### src/rtl/inst_fetch_mod.sv
// inst_fetch_mod: instruction prefetch unit.
// Fetches opcode bytes from a request/ack byte bus into a small FIFO and
// presents the head byte together with its program address.
// Ports:
//   clock, reset           : rising-edge clock; async active-high reset
//   adv                    : consume the head opcode at this edge
//   pc_load, pc_load_value : redirect the fetch stream to a new address
//   inst_buffer/inst_valid : head byte (8'h00 when empty) and its valid flag
//   pc                     : address of the byte on inst_buffer
//   mem_rd_req/mem_addr    : bus read request; held until acked
//   mem_rd_ack/mem_rd_data : bus completion with same-cycle data
module inst_fetch_mod #(
  parameter logic [15:0] RESET_PC   = 16'h0000,
  parameter int          FIFO_DEPTH = 2          // 2 or 4
) (
  input  logic        clock,
  input  logic        reset,
  input  logic        adv,
  input  logic        pc_load,
  input  logic [15:0] pc_load_value,
  output logic [7:0]  inst_buffer,
  output logic        inst_valid,
  output logic [15:0] pc,
  output logic        mem_rd_req,
  output logic [15:0] mem_addr,
  input  logic        mem_rd_ack,
  input  logic [7:0]  mem_rd_data
);

  localparam int PW = $clog2(FIFO_DEPTH);
  localparam int CW = PW + 1;
  localparam logic [CW-1:0] DEPTH_C = CW'(FIFO_DEPTH);

  typedef enum logic [1:0] {IDLE, FETCH, DISCARD} state_t;

  state_t                      state, state_nxt;
  logic [15:0]                 fetch_addr, fetch_nxt;
  logic [15:0]                 addr_nxt;
  logic [FIFO_DEPTH-1:0][7:0]  fifo;
  logic [PW-1:0]               rd_ptr, wr_ptr;
  logic [CW-1:0]               count, count_nxt;
  logic                        full, ack, push, pop;

  assign full = (count == DEPTH_C);
  assign ack  = mem_rd_req && mem_rd_ack;
  // A redirect wins over a same-cycle consume, and any data returning with
  // the redirect belongs to the old stream.
  assign pop  = adv && (count != '0) && !pc_load;
  assign push = (state == FETCH) && ack && !pc_load && (!full || pop);

  // Head is read straight out of FIFO storage; never from the bus.
  assign inst_valid  = (count != '0);
  assign inst_buffer = inst_valid ? fifo[rd_ptr] : 8'h00;

  always_comb begin
    count_nxt = count;
    if (pc_load)
      count_nxt = '0;
    else if (push && !pop)
      count_nxt = count + 1'b1;
    else if (pop && !push)
      count_nxt = count - 1'b1;
  end

  always_comb begin
    fetch_nxt = fetch_addr;
    if (pc_load)
      fetch_nxt = pc_load_value;
    else if (push)
      fetch_nxt = fetch_addr + 16'd1;   // wraps FFFF -> 0000
  end

  always_comb begin
    state_nxt = state;
    unique case (state)
      IDLE: begin
        // pop frees a slot this cycle, so a new fetch can start immediately
        if (pc_load || !full || pop)
          state_nxt = FETCH;
      end
      FETCH: begin
        if (pc_load)
          // an acked request is simply dropped; an unacked one must be
          // completed on the bus and thrown away
          state_nxt = ack ? FETCH : DISCARD;
        else if (ack)
          state_nxt = (count_nxt < DEPTH_C) ? FETCH : IDLE;
      end
      DISCARD: begin
        if (ack)
          state_nxt = FETCH;
      end
      default: state_nxt = IDLE;
    endcase
  end

  // The bus address only moves when a new request is issued; in DISCARD it
  // holds the outstanding (stale) address until that request is acked.
  always_comb begin
    addr_nxt = mem_addr;
    if (state_nxt == FETCH)
      addr_nxt = fetch_nxt;
  end

  always_ff @(posedge clock or posedge reset) begin
    if (reset) begin
      state      <= IDLE;
      mem_rd_req <= 1'b0;
      mem_addr   <= RESET_PC;
      fetch_addr <= RESET_PC;
      pc         <= RESET_PC;
      count      <= '0;
      rd_ptr     <= '0;
      wr_ptr     <= '0;
      fifo       <= '0;
    end else begin
      state      <= state_nxt;
      mem_rd_req <= (state_nxt != IDLE);
      mem_addr   <= addr_nxt;
      fetch_addr <= fetch_nxt;
      count      <= count_nxt;
      if (pc_load) begin
        pc     <= pc_load_value;
        rd_ptr <= '0;
        wr_ptr <= '0;
      end else begin
        if (pop) begin
          pc     <= pc + 16'd1;
          rd_ptr <= rd_ptr + 1'b1;      // power-of-2 depth: natural wrap
        end
        if (push) begin
          fifo[wr_ptr] <= mem_rd_data;
          wr_ptr       <= wr_ptr + 1'b1;
        end
      end
    end
  end

endmodule
### config.mk
export PLATFORM = sky130hd
export DESIGN_NAME = inst_fetch_mod
export DESIGN_NICKNAME = d
export VERILOG_FILES = /design/src/rtl/inst_fetch_mod.sv
export SDC_FILE = /design/constraint.sdc
export NUM_CORES = 1
export LEC_CHECK = 0
export BUFFER_PORTS_ARGS = -buffer_cell sky130_fd_sc_hd__buf_2
export CORE_MARGIN = 5
export CORE_UTILIZATION = 55
export CTS_BUF_LIST = sky130_fd_sc_hd__clkbuf_4
export CTS_CLUSTER_SIZE = 16
export DETAILED_ROUTE_END_ITERATION = 10
export PLACE_DENSITY = 0.79
export SLEW_MARGIN = 20
export SYNTH_ARGS = -nofsm -noshare
export SYNTH_HDL_FRONTEND = slang
export SYNTH_SLANG_ARGS = --single-unit
### constraint.sdc
create_clock -name clock -period 6.1 [get_ports clock]
set_input_delay 0.61 -clock clock [delete_from_list [all_inputs] [get_ports clock]]
set_output_delay 0.61 -clock clock [all_outputs]
set_load 0.05 [all_outputs]
======== Word-level counts from Yosys, hierarchy flattened ========
Index checks and enable logic that the tools add are counted.
cells by class
  equal/unequal tests ..................... 4
  reduce and logical (&&, ||, !) cells .... 22
  magnitude comparators ................... 4
  $add $sub $neg .......................... 6
  muxes and demuxes ....................... 24
  bitwise gates (word level) .............. 1
operator list
  cell                                                        number
  2-to-1 mux 16 bit                                           4
  adder 16 x 1 -> 16 bit, second input constant               2
  2-to-1 mux 8 bit                                            4
  bitwise mux 16 bit                                          1
  2-to-1 mux 2 bit                                            8
  logical AND 1 bit                                           9
  demux 8 bit (select 1 bit)                                  1
  nonzero test 2 bit                                          4
  case mux 2 bit (3 select lines)                             1
  2-to-1 mux 1 bit                                            5
  == test 2 x 1 -> 1 bit, second input constant               2
  == test 2 bit, second input constant                        2
  logical NOT 1 bit                                           4
  less-than comparator 1 x 2 -> 1 bit, second input constant  2
  logical OR 1 bit                                            3
  adder 1 bit, second input constant                          2
  adder 2 x 1 -> 2 bit, second input constant                 1
  logical NOT 2 bit                                           1
  less-than comparator 2 bit, second input constant           1
  AND reduction 2 bit                                         1
  subtractor 2 x 1 -> 2 bit, second input constant            1
  >= comparator 1 bit, second input constant                  1
  NOT 1 bit                                                   1
word-level totals
  logic and storage cells ................. 71
  bits of input ports ..................... 29
  output and inout bits ................... 42
  flip-flop bits (word level) ............. 71

======== Longest topological paths before layout ========
Gate-level depths: netlist of the first run.
  depth in word-level cells ............... 16
  mapped depth ............................ 9
  gate-level depth less buffers ........... 7

======== Worst setup path after synthesis of the first run ========
No wires, ideal clock.
  path kind ............................... input -> register
  from .................................... input port adv
  to ...................................... register mem_addr[0]
  arrival ................................. 2103 ps
  buffers on the path ..................... 2
  stages on the path ...................... 7
  setup slack ............................. 3872 ps
  setup time .............................. 125 ps
  required time ........................... 5975 ps
  cell sequence ........................... nor2b_1 > buf_2 > nor2_1 > o21ai_1 > a41oi_2 > buf_2 > mux2_2
on the way
  word-level cells in the longest chain between the ends .. 15
  elaborated cells between the ends (all ways) .. 21
  those cells by class .................... 1 x order compare; 1 x eq/ne; 10 x mux; 9 x reduce/logical
ends and longest elaborated chain
  item                                 RTL line  source
  from (decl)                          18        input logic adv,
  logical AND 1 bit (*) (2 in series)  48        assign pop = adv && (count != '0) && !pc_load;
  logical OR 1 bit                     49        assign push = (state == FETCH) && ack && !pc_load && (!full || pop);
  logical AND 1 bit                    49
  logical NOT 1 bit                    61        else if (pop && !push)
  logical AND 1 bit                    61
  2-to-1 mux 2 bit                     61
  2-to-1 mux 2 bit                     59        else if (push && !pop)
  2-to-1 mux 2 bit                     57        if (pc_load)
  less-than comparator 2 bit           87        state_nxt = (count_nxt < DEPTH_C) ? FETCH : IDLE;
  2-to-1 mux 1 bit                     87
  2-to-1 mux 2 bit                     86        else if (ack)
  2-to-1 mux 2 bit                     82        if (pc_load)
  case mux 2 bit (3 select lines) (*)  75        unique case (state)
  net state_nxt[0]                     36        state_t state, state_nxt;
  == test 2 x 1 -> 1 bit (*)           101       if (state_nxt == FETCH)
  to (signal assigned)                 119       mem_addr <= addr_nxt;
  to (decl)                            25        output logic [15:0] mem_addr,
Mark *: on every way through the listed nets, which the timed path passes. The rest lies on a longest branch.
A chain may end at the register's enable or synchronous reset.

======== Worst setup path in the final report of the first run ========
  from .................................... register count[1]
  to ...................................... register mem_rd_req
on the way
  word-level cells in the longest chain between the ends .. 16
  elaborated cells between the ends (all ways) .. 25
  those cells by class .................... 2 x add/sub; 1 x order compare; 1 x eq/ne; 8 x mux; 13 x reduce/logical
ends and longest elaborated chain
  item                                 RTL line  source
  from (decl)                          41        logic [CW-1:0] count, count_nxt;
  from (signal assigned)               121       count <= count_nxt;
  nonzero test 2 bit                   48
  logical AND 1 bit (2 in series)      48
  logical OR 1 bit                     49
  logical AND 1 bit                    49
  logical NOT 1 bit                    61
  logical AND 1 bit                    61
  2-to-1 mux 2 bit                     61
  2-to-1 mux 2 bit                     59
  2-to-1 mux 2 bit                     57
  less-than comparator 2 bit           87
  2-to-1 mux 1 bit                     87
  2-to-1 mux 2 bit                     86
  2-to-1 mux 2 bit                     82
  case mux 2 bit (3 select lines) (*)  75
  nonzero test 2 bit (*)               118       mem_rd_req <= (state_nxt != IDLE);
  to (signal assigned)                 118
  to (decl)                            24        output logic mem_rd_req,
Mark *: on every way between the ends. The rest lies on a longest branch, timed or not.

==> metrics.txt, run 1 <==
chain of cells forming the critical path inv_1 -> ha_1 -> nor2b_1 -> nor2_1 -> o21ai_1 -> a41oi_2 -> or2_2; worst slew margin relative to its limit 0.358; routed vias 2884; outcome finished clean; maximum vdd ir drop 0.374 mV; Post-CTS Hold Fix Bufs 0; crit start category flop; fraction of power spent switching nets 0.461; buffering stage count on the worst path with inverters included 1; number of setup buffers added after CTS 0; CORE AREA 6420 sq um; critical path data arrival time between 3 and 4 ns; number of cells produced by synthesis between 300 and 400; wire length of the first global-routing pass between 10000 and 15000 um; library cell contributing the largest single delay on the critical path sky130_fd_sc_hd__nor2b_1; worst setup slack before clock tree synthesis 2.79 ns; Max Clk Rate approximately 0.34 GHz; Worst path top cell family by delay simple AND/OR/NAND/NOR gates; power density over the cells approximately 470 nW/um^2; least setup slack across all paths after layout approximately 3.2 ns; Die Y 91.6 um; All-Layer GR Usage 0.204; count of instances resized after the clock tree is built 0; DIE WIDTH 91.6 um; clock tree root buffer cell sky130_fd_sc_hd__clkbuf_4; fraction of the cycle the final worst path needs 0.482; Leakage Power 1.80 nW; clk_skew 0.0197 ns; number of flops mapped to enable cells by yosys 0; post-synth design cell area about 3700 sq um; starting utilization of the core area 0.571; number of clock buffers inserted by TritonCTS 9; antenna violations before repair 0; commonest register cell after synthesis sky130_fd_sc_hd__dfrtp_1; switching component of the power 904 uW; max-cap viol count 0; fill cell total of the finished layout 528; Skew-Pair Late Insertion Delay ~0.41 ns; clock tree from TritonCTS done; Placer Congestion 0.959; number of diodes 0; Detail Placement HPWL 5960 um; HP Class in2async; startpoint-to-endpoint class of the critical path reg2reg; cell-internal power ~1.1 mW; clock period minus worst slack 2.94 ns; die area approximately 8400 sq um; largest stage delay on the critical path 0.63 ns; total number of clock tree sinks 71; final hold violation count 0; maximum fanout encountered on the critical timing path 18; syn avg cell area 10.9 sq um; setup TNS 0 ns; Net Count, Synth 369; part of the Yosys area used for sequential elements 0.485; clock edge transition at the registers on the reported setup and hold paths 0.13 ns; WL per Instance ~17 um; RSZ-0062 raised after global routing no; Yosys cell types 57; I/O pins 71; Max Slew Vio Count 0; Port Buffer Count 70; vias per cell 5.97; total grt overflow 0; via count of the first global-routing pass 2813; Std-Cell Rows 29; final-stage net count 434; number of DRC violations after detailed-routing iteration 0 237; H-tree level count 3; yosys synthesis warning count 0; DR DRC count 0; Least-Margin Pin Slew 0.963 ns; synthesized flop and latch total 71; maximum number of pins on one net before global-route repair 72; proportion of synthesized flip-flops having asynchronous set or reset 1.00; Gate power share 0.479; count of final setup violators 0; fraction of final layout cells with drive strength greater than 1 0.333; portion of total power attributed to the clock network 0.148; Area Overhead vs Synth 13.8%; WL final 8020 um; CTS Buffer Depth 2; antenna-violating nets left 0; endpoint required time on the critical path between 6 and 7 ns; Detailed Routing Iterations Pass 1 5; type of destination of the critical path flop; fraction of power consumed by sequential logic 0.373
==> cell usage after synthesis (3+ instances only) <==
library cell,count,area share
sky130_fd_sc_hd__a211oi_1,3,0.0061
sky130_fd_sc_hd__a21boi_0,5,0.010
sky130_fd_sc_hd__a21oi_1,9,0.012
sky130_fd_sc_hd__a31oi_1,4,0.0068
sky130_fd_sc_hd__and3_1,5,0.0085
sky130_fd_sc_hd__and4_1,3,0.0072
sky130_fd_sc_hd__buf_2,6,0.0082
sky130_fd_sc_hd__clkbuf_1,7,0.0072
sky130_fd_sc_hd__dfrtp_1,71,0.48
sky130_fd_sc_hd__ha_1,4,0.014
sky130_fd_sc_hd__inv_1,8,0.0082
sky130_fd_sc_hd__mux2_2,33,0.10
sky130_fd_sc_hd__mux2i_1,12,0.033
sky130_fd_sc_hd__nand2_1,17,0.017
sky130_fd_sc_hd__nand2b_1,9,0.015
sky130_fd_sc_hd__nand3_1,13,0.018
sky130_fd_sc_hd__nand4_1,10,0.017
sky130_fd_sc_hd__nor2_1,28,0.029
sky130_fd_sc_hd__nor3_1,5,0.0068
sky130_fd_sc_hd__nor4_1,7,0.012
sky130_fd_sc_hd__o211ai_1,3,0.0061
sky130_fd_sc_hd__o21ai_0,9,0.012
sky130_fd_sc_hd__o31a_1,6,0.014
sky130_fd_sc_hd__or2_2,3,0.0051
sky130_fd_sc_hd__xnor2_1,8,0.019
sky130_fd_sc_hd__xor2_1,8,0.019
==> layer usage <==
metal | up-vias | wire length, um | global-route usage | part of all wire
met5 | - | 0 | 0 | 0
met4 | 0 | 154 | 0.0879 | 0.019
met3 | 18 | 509 | 0.0368 | 0.064
met2 | 117 | 3610 | 0.306 | 0.45
met1 | 1373 | 3750 | 0.292 | 0.47
li1 | 1376 | - | - | -
==> registers in the layout (all words and copies together), names as in the netlist <==
| name | flops |
|---|---|
| fetch_addr | 16 |
| fifo | 16 |
| mem_addr | 16 |
| pc | 16 |
| count | 2 |
| state | 2 |
| mem_rd_req | 1 |
| rd_ptr | 1 |
| wr_ptr | 1 |
==> final timing paths <==
| path | start | endpoint | slack, ns | depth (start not counted) |
|---|---|---|---|---|
| max | count[1] | mem_rd_req | 3.16 | 7 |
| min | reset | mem_addr[5] | 0.44 | 3 |
| max reg2reg | count[1] | mem_rd_req | 3.16 | 7 |
| min reg2reg | mem_addr[14] | mem_addr[14] | 0.51 | 1 |
| max in group asynchronous | reset | pc[12] | 5.12 | 3 |
| min in group clock | mem_rd_data[2] | fifo[10] | 0.44 | 2 |
==> cell families after synthesis <==
kind of cell,after synthesis,synth area share
multiplexers,46,0.138
adder cells (fa/ha/maj),4,0.0137
flip-flops,71,0.485
AO/OA/AOI/OAI,55,0.115
XOR/XNOR,16,0.0382
AND/OR/NAND/NOR,119,0.178
buffers and inverters,25,0.0321
==> worst register-to-register path, delay by kind of cell, from the launching register on <==
kind                       cells  cell delay [ns]
AOI/OAI and AO/OA              2             0.74
and+or+nand+nor                3             1.26
DFF                            1             0.41
buffers and inverters          1             0.08
adders and majority gates      1             0.35
==> per-stage QoR <==
stage               hold slack, ns  cell area [sq um]  total power [mW]  instances  utilization
floorplan                    0.479               3670              1.48        336            -
global placement             0.487               4030              1.66        467        0.628
CTS                          0.415               4170              1.98        483        0.650
detailed placement           0.490               4030              1.68        467        0.628
finish                       0.439               4170              1.96        483        0.650
global route                 0.423               4170              2.08        483        0.650
==> final cells by class <==
class | count | area [sq um] | area share
multi-input combinational | 240 | 1770 | 0.425
clock buffer | 9 | 67.6 | 0.0162
sequential | 71 | 1780 | 0.426
tap | 77 | 96.3 | 0.0231
clock inverter | 7 | 72.6 | 0.0174
inverter | 8 | 30.0 | 0.00720
timing repair buffer | 71 | 358 | 0.0858
==> layout by cell type, fill, tap and decap left out, types with 2 or more instances in the layout <==
cell / count
sky130_fd_sc_hd__or4_1: 2
sky130_fd_sc_hd__o31ai_1: 2
sky130_fd_sc_hd__inv_1: 7
sky130_fd_sc_hd__or2_2: 3
sky130_fd_sc_hd__nor2_1: 28
sky130_fd_sc_hd__nor3b_1: 2
sky130_fd_sc_hd__a311oi_1: 2
sky130_fd_sc_hd__clkinv_2: 2
sky130_fd_sc_hd__o31a_1: 6
sky130_fd_sc_hd__a21boi_0: 5
sky130_fd_sc_hd__mux2i_1: 12
sky130_fd_sc_hd__xnor2_1: 8
sky130_fd_sc_hd__and2_1: 2
sky130_fd_sc_hd__o21ai_0: 9
sky130_fd_sc_hd__and4_1: 3
sky130_fd_sc_hd__mux2_2: 33
sky130_fd_sc_hd__nand3_1: 13
sky130_fd_sc_hd__a211oi_1: 3
sky130_fd_sc_hd__a21oi_1: 9
sky130_fd_sc_hd__ha_1: 4
sky130_fd_sc_hd__nand4_1: 10
sky130_fd_sc_hd__o21ai_1: 2
sky130_fd_sc_hd__clkinvlp_4: 2
sky130_fd_sc_hd__nand2_1: 17
sky130_fd_sc_hd__xor2_1: 8
sky130_fd_sc_hd__or3_1: 2
sky130_fd_sc_hd__dfrtp_1: 71
sky130_fd_sc_hd__clkbuf_4: 9
sky130_fd_sc_hd__o211ai_1: 3
sky130_fd_sc_hd__buf_2: 70
sky130_fd_sc_hd__a31oi_1: 4
sky130_fd_sc_hd__and3_1: 5
sky130_fd_sc_hd__nand2b_1: 9
sky130_fd_sc_hd__nor4_1: 7
sky130_fd_sc_hd__o21a_1: 2
sky130_fd_sc_hd__nor3_1: 5
==> power by group through the flow <==
stage                     Sequential [mW]  Clock (mW)  Combinational, mW
after detailed placement            0.741           0              0.943
final                               0.731       0.291              0.939
after global placement              0.732           0              0.925
after global routing                0.755       0.320               1.01
after floorplan                     0.952           0              0.529
after CTS                           0.731       0.301              0.948
Note: power is estimated with default switching activity, not from simulation.
==> inputs of run 2 (changes only) <==
Clock period 6.1 ns to 2.85 ns, I/O delays scaled along.
==> run 2 against run 1 <==
Effect of this change: core utilization rose by 2.1 points; first-iteration DRC count rose by 9.7%; via count rose by 2.3%; critical endpoint is now mem_addr[2]; largest power group unchanged; highest routed layer unchanged.
==> metrics.txt, run 2 (same netlist as run 1, synthesis figures left out) <==
type of destination of the critical path flop; die area 8400 sq um; routed vias ~3.0k; WL final 8730 um; least setup slack across all paths after layout 0.361 ns; antenna-violating nets left 0; antenna violations before repair 0; non-filler cells in the finished layout 491; clock period minus worst slack 2.49 ns; Skew-Pair Late Insertion Delay about 0.42 ns; maximum fanout encountered on the critical timing path 13; number of cells after detailed placement 474; Max Slew Vio Count 0; critical path data arrival time 2.79 ns; Detailed Routing Iterations Pass 1 6; outcome finished clean; fraction of final layout cells with drive strength greater than 1 0.338; HP Class in2reg; power density over the cells roughly 1000 nW/um^2; worst slew margin relative to its limit 0.581; Least-Margin Pin Slew ~0.62 ns; final-stage net count roughly 440; Design Power 4.52 mW; most common cell after layout, fill and taps aside sky130_fd_sc_hd__dfrtp_1; Placer Congestion 0.831; worst setup slack before clock tree synthesis 0.428 ns; WL per Instance 17.8 um; Std-Cell Rows 29; clk_skew 0.0136 ns; count of final setup violators 0; fill cell total of the finished layout 500; H-tree level count 3; Area Overhead vs Synth 17.6%; WHS 0.108 ns; top library cells by usage in the layout, fill and taps aside sky130_fd_sc_hd__dfrtp_1 (71), sky130_fd_sc_hd__buf_2 (70), sky130_fd_sc_hd__mux2_2 (33); All-Layer GR Usage 0.219; vias per cell 6.01; reg-to-reg setup timing slack 0.36 ns; number of DRC violations after detailed-routing iteration 0 260; RSZ-0062 raised after global routing no; clock edge transition at the registers on the reported setup and hold paths roughly 0.12 ns; DIE WIDTH 91.6 um; max-cap viol count 0; CTS Buffer Depth 2; via count of the first global-routing pass 2950; setup TNS 0 ns; I/O pins 71; total grt overflow 0; final hold violation count 0; DR DRC count 0; clock tree from TritonCTS done; number of diodes 0; total number of clock tree sinks between 70 and 80; library cell contributing the largest single delay on the critical path sky130_fd_sc_hd__a41oi_2; clock tree root buffer cell sky130_fd_sc_hd__clkbuf_4; wire length of the first global-routing pass ~15000 um; startpoint-to-endpoint class of the critical path reg2reg; Max Clk Rate around 0.40 GHz; crit start category flop; Leakage Power 1.87 nW; largest stage delay on the critical path 0.48 ns; endpoint required time on the critical path around 3.2 ns; CORE AREA around 6400 sq um; Die Y between 90 and 100 um; starting utilization of the core area 0.571; maximum number of pins on one net before global-route repair 45; fraction of the cycle the final worst path needs 0.873; Detail Placement HPWL 6490 um; Port Buffer Count 70; chain of cells forming the critical path inv_1 -> ha_1 -> nand2b_1 -> nand3_1 -> o21ai_1 -> a41oi_2 -> buf_4 -> mux2_2; maximum vdd ir drop 0.786 mV; number of clock buffers inserted by TritonCTS 9
==> run 2: routing by layer <==
layer | wire length, um | global-route usage | vias to the layer above
met4 | 190 | 0.0955 | 0
met3 | 638 | 0.0466 | 24
li1 | - | - | 1387
met2 | 4110 | 0.344 | 121
met5 | 0 | 0 | -
met1 | 3790 | 0.294 | 1418
==> run 2: per-stage QoR <==
| stage | instance area (sq um) | util |
|---|---|---|
| after detailed placement | 4100 | 0.638 |
| after global routing | 4310 | 0.671 |
| final | 4310 | 0.671 |
| after global placement | 4100 | 0.638 |
| after CTS | 4310 | 0.671 |
| after floorplan | 3670 | - |
==> run 2: critical path: cells and delay by family, from the launching register on <==
| family | cells | cell delay, ns |
|---|---|---|
| AND/OR/NAND/NOR | 2 | 0.45 |
| multiplexers | 1 | 0.35 |
| buffers and inverters | 2 | 0.37 |
| flip-flops | 1 | 0.40 |
| AO/OA/AOI/OAI | 2 | 0.57 |
| adder cells (fa/ha/maj) | 1 | 0.23 |
==> run 2: layout make-up <==
class	instances	area, sq um	share of cell area
sequential	71	1780	0.412
clock buffer	9	67.6	0.0157
timing repair buffer	79	433	0.100
tap	77	96.3	0.0224
multi-input combinational	240	1770	0.411
clock inverter	7	135	0.0313
inverter	8	30.0	0.00697
==> run 2: repair_timing <==
item | CTS | global route
hold buffers | 1 | 0
hold endpoints to repair | 27 | 0
setup buffers | 0 | 0
gates resized for setup | 0 | 0
==> run 2: final timing paths <==
kind	startpoint	endpoint	depth (start not counted)
min in group asynchronous	reset	fifo[2]	3
worst max-delay path	count[1]	mem_addr[2]	8
worst min register to register	mem_addr[8]	mem_addr[8]	1
max in group asynchronous	reset	pc[8]	4
worst min-delay path	mem_rd_data[6]	fifo[14]	2
worst max register to register	count[1]	mem_addr[2]	8
==> run 2: report_power, final <==
part	switching, mW	internal [mW]	total, mW
clock network	0.359	0.527	0.885
logic	1.37	0.698	2.06
registers	0.243	1.33	1.57
total	1.97	2.55	4.52
